===== config.mk =====
export PLATFORM = sky130hd
export DESIGN_NAME = inst_fetch_flat
export DESIGN_NICKNAME = d
export VERILOG_FILES = /design/src/rtl/inst_fetch_if.sv /design/src/rtl/inst_fetch.sv /design/src/flat_wrapper.sv
export SDC_FILE = /design/constraint.sdc
export NUM_CORES = 1
export LEC_CHECK = 0
export BUFFER_PORTS_ARGS = -buffer_cell sky130_fd_sc_hd__buf_2
export CELL_PAD_IN_SITES_DETAIL_PLACEMENT = 1
export CELL_PAD_IN_SITES_GLOBAL_PLACEMENT = 2
export CORE_MARGIN = 3
export CORE_UTILIZATION = 27
export DETAILED_ROUTE_END_ITERATION = 7
export PLACE_DENSITY = 0.95
export SETUP_SLACK_MARGIN = 0.02
export SLEW_MARGIN = 10
export SYNTH_ARGS = -nofsm -noshare
export SYNTH_HDL_FRONTEND = slang
export SYNTH_SLANG_ARGS = --single-unit
export TNS_END_PERCENT = 50

===== constraint.sdc =====
create_clock -name clk -period 5.3 [get_ports clk]
set_clock_uncertainty 0.2 [all_clocks]
set_input_delay 1.59 -clock clk [delete_from_list [all_inputs] [get_ports clk]]
set_output_delay 1.59 -clock clk [all_outputs]
set_load 0.02 [all_outputs]

===== src/rtl/inst_fetch_if.sv =====
// Bundles the fetch stage's control, instruction-memory and decode-facing signals.
// The master modport is the fetch stage. The slave modport is its environment.
interface inst_fetch_if #(
  parameter int INST_ADDR_WIDTH = 9,
  parameter int INST_WIDTH      = 32
);
  logic                       start_in;
  logic                       stall_in;
  logic                       branch_taken_in;
  logic [INST_ADDR_WIDTH-1:0] branch_pc_in;
  logic [INST_ADDR_WIDTH-1:0] branch_offset_in;
  logic                       halt_cpu_in;
  logic [INST_ADDR_WIDTH-1:0] imem_addr_out;
  logic                       imem_en_out;
  logic [INST_WIDTH-1:0]      imem_data_in;
  logic [INST_WIDTH-1:0]      inst_out;
  logic [INST_ADDR_WIDTH-1:0] pc_out;
  logic                       inst_valid_out;
  logic [15:0]                fetch_count_out;

  modport master (
    input  start_in, stall_in, branch_taken_in, branch_pc_in, branch_offset_in,
           halt_cpu_in, imem_data_in,
    output imem_addr_out, imem_en_out, inst_out, pc_out, inst_valid_out,
           fetch_count_out
  );

  modport slave (
    output start_in, stall_in, branch_taken_in, branch_pc_in, branch_offset_in,
           halt_cpu_in, imem_data_in,
    input  imem_addr_out, imem_en_out, inst_out, pc_out, inst_valid_out,
           fetch_count_out
  );
endinterface


===== src/rtl/inst_fetch.sv =====
// Instruction fetch stage: walks the PC through a synchronous instruction memory
// and hands each returned word to decode together with the address it came from.
//
// state   | meaning
// IDLE    | after reset; memory idle until start_in
// RUN     | sequential fetch; stall holds, branch redirects, halt freezes
// FLUSH   | bubble cycle fetching the branch target (repeats on back-to-back branch)
// HALTED  | stopped by decoder with pc frozen; start_in resumes from that pc
module inst_fetch #(
  parameter int INST_ADDR_WIDTH = 9,
  parameter int INST_WIDTH      = 32
) (
  input logic          clk,
  input logic          rst_n,
  inst_fetch_if.master bus
);

  typedef enum logic [1:0] {
    ST_IDLE   = 2'd0,
    ST_RUN    = 2'd1,
    ST_FLUSH  = 2'd2,
    ST_HALTED = 2'd3
  } state_t;

  localparam logic [INST_ADDR_WIDTH-1:0] PC_INC    = {{(INST_ADDR_WIDTH-1){1'b0}}, 1'b1};
  localparam logic [15:0]                COUNT_MAX = 16'hFFFF;

  state_t                     state_q, state_d;
  logic [INST_ADDR_WIDTH-1:0] pc_q, pc_d;
  logic [INST_ADDR_WIDTH-1:0] pc_out_q, pc_out_d;
  logic                       valid_q, valid_d;
  logic [15:0]                count_q, count_d;
  logic                       imem_en;
  logic [INST_ADDR_WIDTH-1:0] branch_target;
  logic [INST_WIDTH-1:0]      inst_word;
  logic                       halt_ev;
  logic                       deliver;

  assign branch_target = bus.branch_pc_in + bus.branch_offset_in;
  // Halt only takes effect once the halting instruction is actually presented.
  assign halt_ev       = bus.halt_cpu_in & valid_q;
  assign deliver       = valid_q & ~bus.stall_in;

  always_ff @(posedge clk) begin
    if (!rst_n) begin
      state_q  <= ST_IDLE;
      pc_q     <= '0;
      pc_out_q <= '0;
      valid_q  <= 1'b0;
      count_q  <= '0;
    end else begin
      state_q  <= state_d;
      pc_q     <= pc_d;
      pc_out_q <= pc_out_d;
      valid_q  <= valid_d;
      count_q  <= count_d;
    end
  end

  always_comb begin
    state_d  = state_q;
    pc_d     = pc_q;
    pc_out_d = pc_out_q;
    valid_d  = valid_q;
    imem_en  = 1'b0;

    unique case (state_q)
      ST_IDLE, ST_HALTED: begin
        valid_d = 1'b0;
        if (bus.start_in) begin
          state_d = ST_RUN;
        end
      end

      ST_RUN: begin
        if (halt_ev) begin
          state_d = ST_HALTED;
          valid_d = 1'b0;
        end else if (bus.branch_taken_in) begin
          state_d = ST_FLUSH;
          pc_d    = branch_target;
          valid_d = 1'b0;
        end else if (!bus.stall_in) begin
          imem_en  = 1'b1;
          pc_d     = pc_q + PC_INC;
          pc_out_d = pc_q;
          valid_d  = 1'b1;
        end
      end

      // Nothing is valid in FLUSH, so stall has nothing to hold and is ignored.
      ST_FLUSH: begin
        if (halt_ev) begin
          state_d = ST_HALTED;
          valid_d = 1'b0;
        end else if (bus.branch_taken_in) begin
          pc_d    = branch_target;
          valid_d = 1'b0;
        end else begin
          state_d  = ST_RUN;
          imem_en  = 1'b1;
          pc_d     = pc_q + PC_INC;
          pc_out_d = pc_q;
          valid_d  = 1'b1;
        end
      end
    endcase
  end

  always_comb begin
    count_d = count_q;
    if (deliver && (count_q != COUNT_MAX)) begin
      count_d = count_q + 16'd1;
    end
  end

  assign inst_word           = bus.imem_data_in;
  assign bus.inst_out        = inst_word;
  assign bus.imem_addr_out   = pc_q;
  assign bus.imem_en_out     = imem_en;
  assign bus.pc_out          = pc_out_q;
  assign bus.inst_valid_out  = valid_q;
  assign bus.fetch_count_out = count_q;

endmodule


===== src/flat_wrapper.sv =====
// flat-port wrapper written by rule: the top's interface ports become plain ports
module inst_fetch_flat 
#(
  parameter int INST_ADDR_WIDTH = 9,
  parameter int INST_WIDTH      = 32
)
  (clk, rst_n, bus_start_in, bus_stall_in, bus_branch_taken_in, bus_branch_pc_in, bus_branch_offset_in, bus_halt_cpu_in, bus_imem_data_in, bus_imem_addr_out, bus_imem_en_out, bus_inst_out, bus_pc_out, bus_inst_valid_out, bus_fetch_count_out);
  inst_fetch_if #(.INST_ADDR_WIDTH(INST_ADDR_WIDTH), .INST_WIDTH(INST_WIDTH)) bus_i ();
  input logic clk;
  input logic rst_n;
  input wire logic [$bits(bus_i.start_in)-1:0] bus_start_in;
  input wire logic [$bits(bus_i.stall_in)-1:0] bus_stall_in;
  input wire logic [$bits(bus_i.branch_taken_in)-1:0] bus_branch_taken_in;
  input wire logic [$bits(bus_i.branch_pc_in)-1:0] bus_branch_pc_in;
  input wire logic [$bits(bus_i.branch_offset_in)-1:0] bus_branch_offset_in;
  input wire logic [$bits(bus_i.halt_cpu_in)-1:0] bus_halt_cpu_in;
  input wire logic [$bits(bus_i.imem_data_in)-1:0] bus_imem_data_in;
  output wire logic [$bits(bus_i.imem_addr_out)-1:0] bus_imem_addr_out;
  output wire logic [$bits(bus_i.imem_en_out)-1:0] bus_imem_en_out;
  output wire logic [$bits(bus_i.inst_out)-1:0] bus_inst_out;
  output wire logic [$bits(bus_i.pc_out)-1:0] bus_pc_out;
  output wire logic [$bits(bus_i.inst_valid_out)-1:0] bus_inst_valid_out;
  output wire logic [$bits(bus_i.fetch_count_out)-1:0] bus_fetch_count_out;
  assign bus_i.start_in = bus_start_in;
  assign bus_i.stall_in = bus_stall_in;
  assign bus_i.branch_taken_in = bus_branch_taken_in;
  assign bus_i.branch_pc_in = bus_branch_pc_in;
  assign bus_i.branch_offset_in = bus_branch_offset_in;
  assign bus_i.halt_cpu_in = bus_halt_cpu_in;
  assign bus_i.imem_data_in = bus_imem_data_in;
  assign bus_imem_addr_out = bus_i.imem_addr_out;
  assign bus_imem_en_out = bus_i.imem_en_out;
  assign bus_inst_out = bus_i.inst_out;
  assign bus_pc_out = bus_i.pc_out;
  assign bus_inst_valid_out = bus_i.inst_valid_out;
  assign bus_fetch_count_out = bus_i.fetch_count_out;
  inst_fetch #(.INST_ADDR_WIDTH(INST_ADDR_WIDTH), .INST_WIDTH(INST_WIDTH)) u_core (.clk(clk), .rst_n(rst_n), .bus(bus_i));
endmodule

==> flow_summary.yaml <==
run_status:
  outcome: "complete, no violations"
setup_path:
  r2r_slack_ns: 2.92
  arrival_ns: 2.51
  path_cells: "buf_2, a21oi_1, o21ai_0, nor2_1, buf_2"
  slowest_stage: "a21oi_1"
  startpoint_type: "input port"
  crit_type: "in -> out"
  reg2reg_to: "u_core.bus.imem_addr_out[0]"
  slowest_delay_ns: 0.29
  cpMostUsedCell: "buf_2"
  cp-end-kind: "primary output"
  path_depth: 5
  critPathTopFamily: "compound AO/OA/AOI/OAI gates"
  r2r-start: "u_core.state_q[1]"
  r2r_cells: 6
  cp.buffers_inverters: 2
  worstPathRequired_ns: 3.51
  path_max_fanout: 22
  cp-endpoint: "bus_imem_en_out"
  crit_path_start: "bus_branch_taken_in"
logic_synthesis:
  yosysMostFrequentCell: "dfxtp_1"
  synth-seq-area-share_pct: 30.52
  synth_edf_count: 0
  ys_warn_count: 0
  synth_top_cell_area_share_pct: 30.52
  ys.flop_type: "dfxtp_1"
  avgSynthCellArea_um2: 8.428
  synth-async-reset-ratio_pct: 0
  synthCells: 288
  ys_top_cells_by_count: "37 x dfxtp_1, 32 x buf_4, 30 x nor2_1, 18 x nand2_1, 15 x mux2i_1"
  ys_types: 56
  syn_area_mm2: 0.002427
  yosys-top-cells-area: "dfxtp_1 31%, buf_4 9.9%, ha_1 6.2%"
  ys_seq_elements: 37
  yosysTopAreaCell: "dfxtp_1"
  syn_nets: 357
detailed_routing:
  vias: 2086
  drtAntennaViolNets: 0
  wl_um: 6002
  dr.pass1.iters: 4
  wl_per_cell_um: 14.22
  vias_per_cell: 4.943
  drtIter0Drc: 25
  drc: 0
timing:
  hold_viol: 0
  worst_pin_slew_ns: 0.7721
  fin_ws_ns: 0.9995
  fmax_mhz: 232.5
  slew_headroom_pct: 48.47
  fin_setup_tns_ns: 0
  maxSlewViolCount: 0
  min_period_ns: 4.301
  post-route-period-util_pct: 81.14
  rsz0062_at_grt: "false"
  finalSetupViolCount: 0
clock_tree:
  cts_max_path_buffers: 2
  clock_latency_ns: 0.30
  cts_tree: "built"
  path_clk_slew_ns: 0.07
  postCtsHoldBufs: 0
  cts_resized: 0
  cts_sinks: 37
  post-cts-setup-buffers: 0
  htree_levels: 2
  root_buffer: "clkbuf_8"
  cts_buffers: 5
global_route:
  grt_max_degree: 25
  grt_pass1_vias: 2154
  grt-ovfl-total: 0
  grt_pass1_wl_um: 10140
  antenna_found_initial: 0
  grt_usage_pct: 12.35
hold_path:
  hold_path_class: "reg -> reg"
  hp-start: "u_core.bus.fetch_count_out[15]"
die:
  die_area_mm2: 0.01016
  coreArea_mm2: 0.008464
  rows: 33
  start_util_pct: 28.68
  die_h_um: 100.8
  io-pin-count: 124
  die_x_um: 100.8
layout:
  fin_cells: 422
  drive_above_1_share_pct: 23.34
  syn2layout_area_growth_pct: 10.82
  num_antenna_cells: 0
  nets: 385
place:
  place_worst_setup_slack_ns: 1.011
  dp_hpwl_um: 4683
  gp_routability_congestion: 0.7453
  portBuffers: 59
  dp_cells: 414
pwr:
  finalPower_mw: 0.7527
  p_leak_nw: 1.192
  p_per_area_mw_per_mm2: 279.8
  irDropWorstVdd_mv: 0.1007
flow_run:
  maxCapViolations: 0
-- registers in the layout, indices dropped and copies added (netlist names) --
signal,count
u_core.bus.fetch_count_out,16
u_core.bus.imem_addr_out,9
u_core.bus.pc_out,9
u_core.state_q,2
u_core.bus.inst_valid_out,1
-- area by class of cell --
type / instances / area (µm²)
Inverter: 12 / 45.04
Clock inverter: 2 / 13.76
Sequential cell: 37 / 740.7
Multi-Input combinational cell: 200 / 1374
Timing Repair Buffer: 60 / 302.8
Clock buffer: 6 / 82.58
Fill cell: 1037 / 5774
Tap cell: 105 / 131.4
-- power by group --
part	switching (mW)	internal (mW)	total [mW]
clock	0.106	0.105	0.212
combinational	0.127	0.0903	0.217
sequential	0.0260	0.298	0.324
-- layer usage --
layer | vias up | global-route usage [%] | wire length, µm
met3 | 9 | 3.391 | 405
li1 | 1049 | - | -
met1 | 976 | 14.38 | 2679
met2 | 52 | 21.42 | 2829
met4 | 0 | 4.663 | 88
met5 | - | 0 | 0
-- per-stage QoR --
step	hold slack (ns)	utilization, %	cell area (µm²)
CTS	0.2849	31.78	2690
detailed placement	0.2750	30.64	2594
global placement	0.2569	30.64	2594
floorplan	0.2796	-	2427
finish	0.2767	31.78	2690
global route	0.3161	31.78	2690
-- cell families (layout without fill, tap and decap cells) --
logic type                 Yosys count  count (layout)  synth area share (%)
AOI/OAI and AO/OA                   66              66                 18.87
xor gates and xnor gates            14              14                 5.051
adders and majority gates           13              13                 7.010
buffers and inverters               51              80                 12.89
DFF                                 37              37                 30.52
muxes                               15              15                 6.185
and+or+nand+nor                     92              92                 19.49
-- how the worst min path moves through the flow --
| stage | to | depth (start not counted) |
|---|---|---|
| final | u_core.bus.fetch_count_out[15] | 2 |
| after global routing | u_core.bus.fetch_count_out[15] | 2 |
| after CTS | u_core.bus.fetch_count_out[15] | 2 |
| after detailed placement | u_core.bus.fetch_count_out[15] | 2 |
| after global placement | u_core.bus.fetch_count_out[15] | 2 |
| after floorplan | u_core.state_q[1] | 2 |
-- placed cells by master, fill, tap and decap left out, types with 2 or more instances in the layout --
cell type  count
a21o_1         2
buf_2         59
a21oi_1       14
o21a_1         5
ha_1          12
and2_1         3
a31oi_1        5
nand3_1       10
o221a_2        2
o211ai_1       2
dfxtp_1       37
nor2b_1        3
nand2_1       18
nor4_1         3
xnor2_1       10
inv_1         12
xor2_1         4
o211a_1        2
nor3_1         2
and4_1         2
nand2b_1       4
clkbuf_8       6
a21boi_0       2
or3_1          4
and3_1         4
nor2_1        30
a211o_1        2
o21ai_0        9
mux2i_1       15
a211oi_1       7
-- worst reg2reg max path: stages, from the launching register on --
cell       delay [ns]
dfxtp_1          0.33
inv_1            0.06
ha_1             0.25
a2bb2oi_1        0.55
o21ai_1          0.36
or3_1            0.40
a31oi_1          0.16
Power figures use the tool's default switching activity.
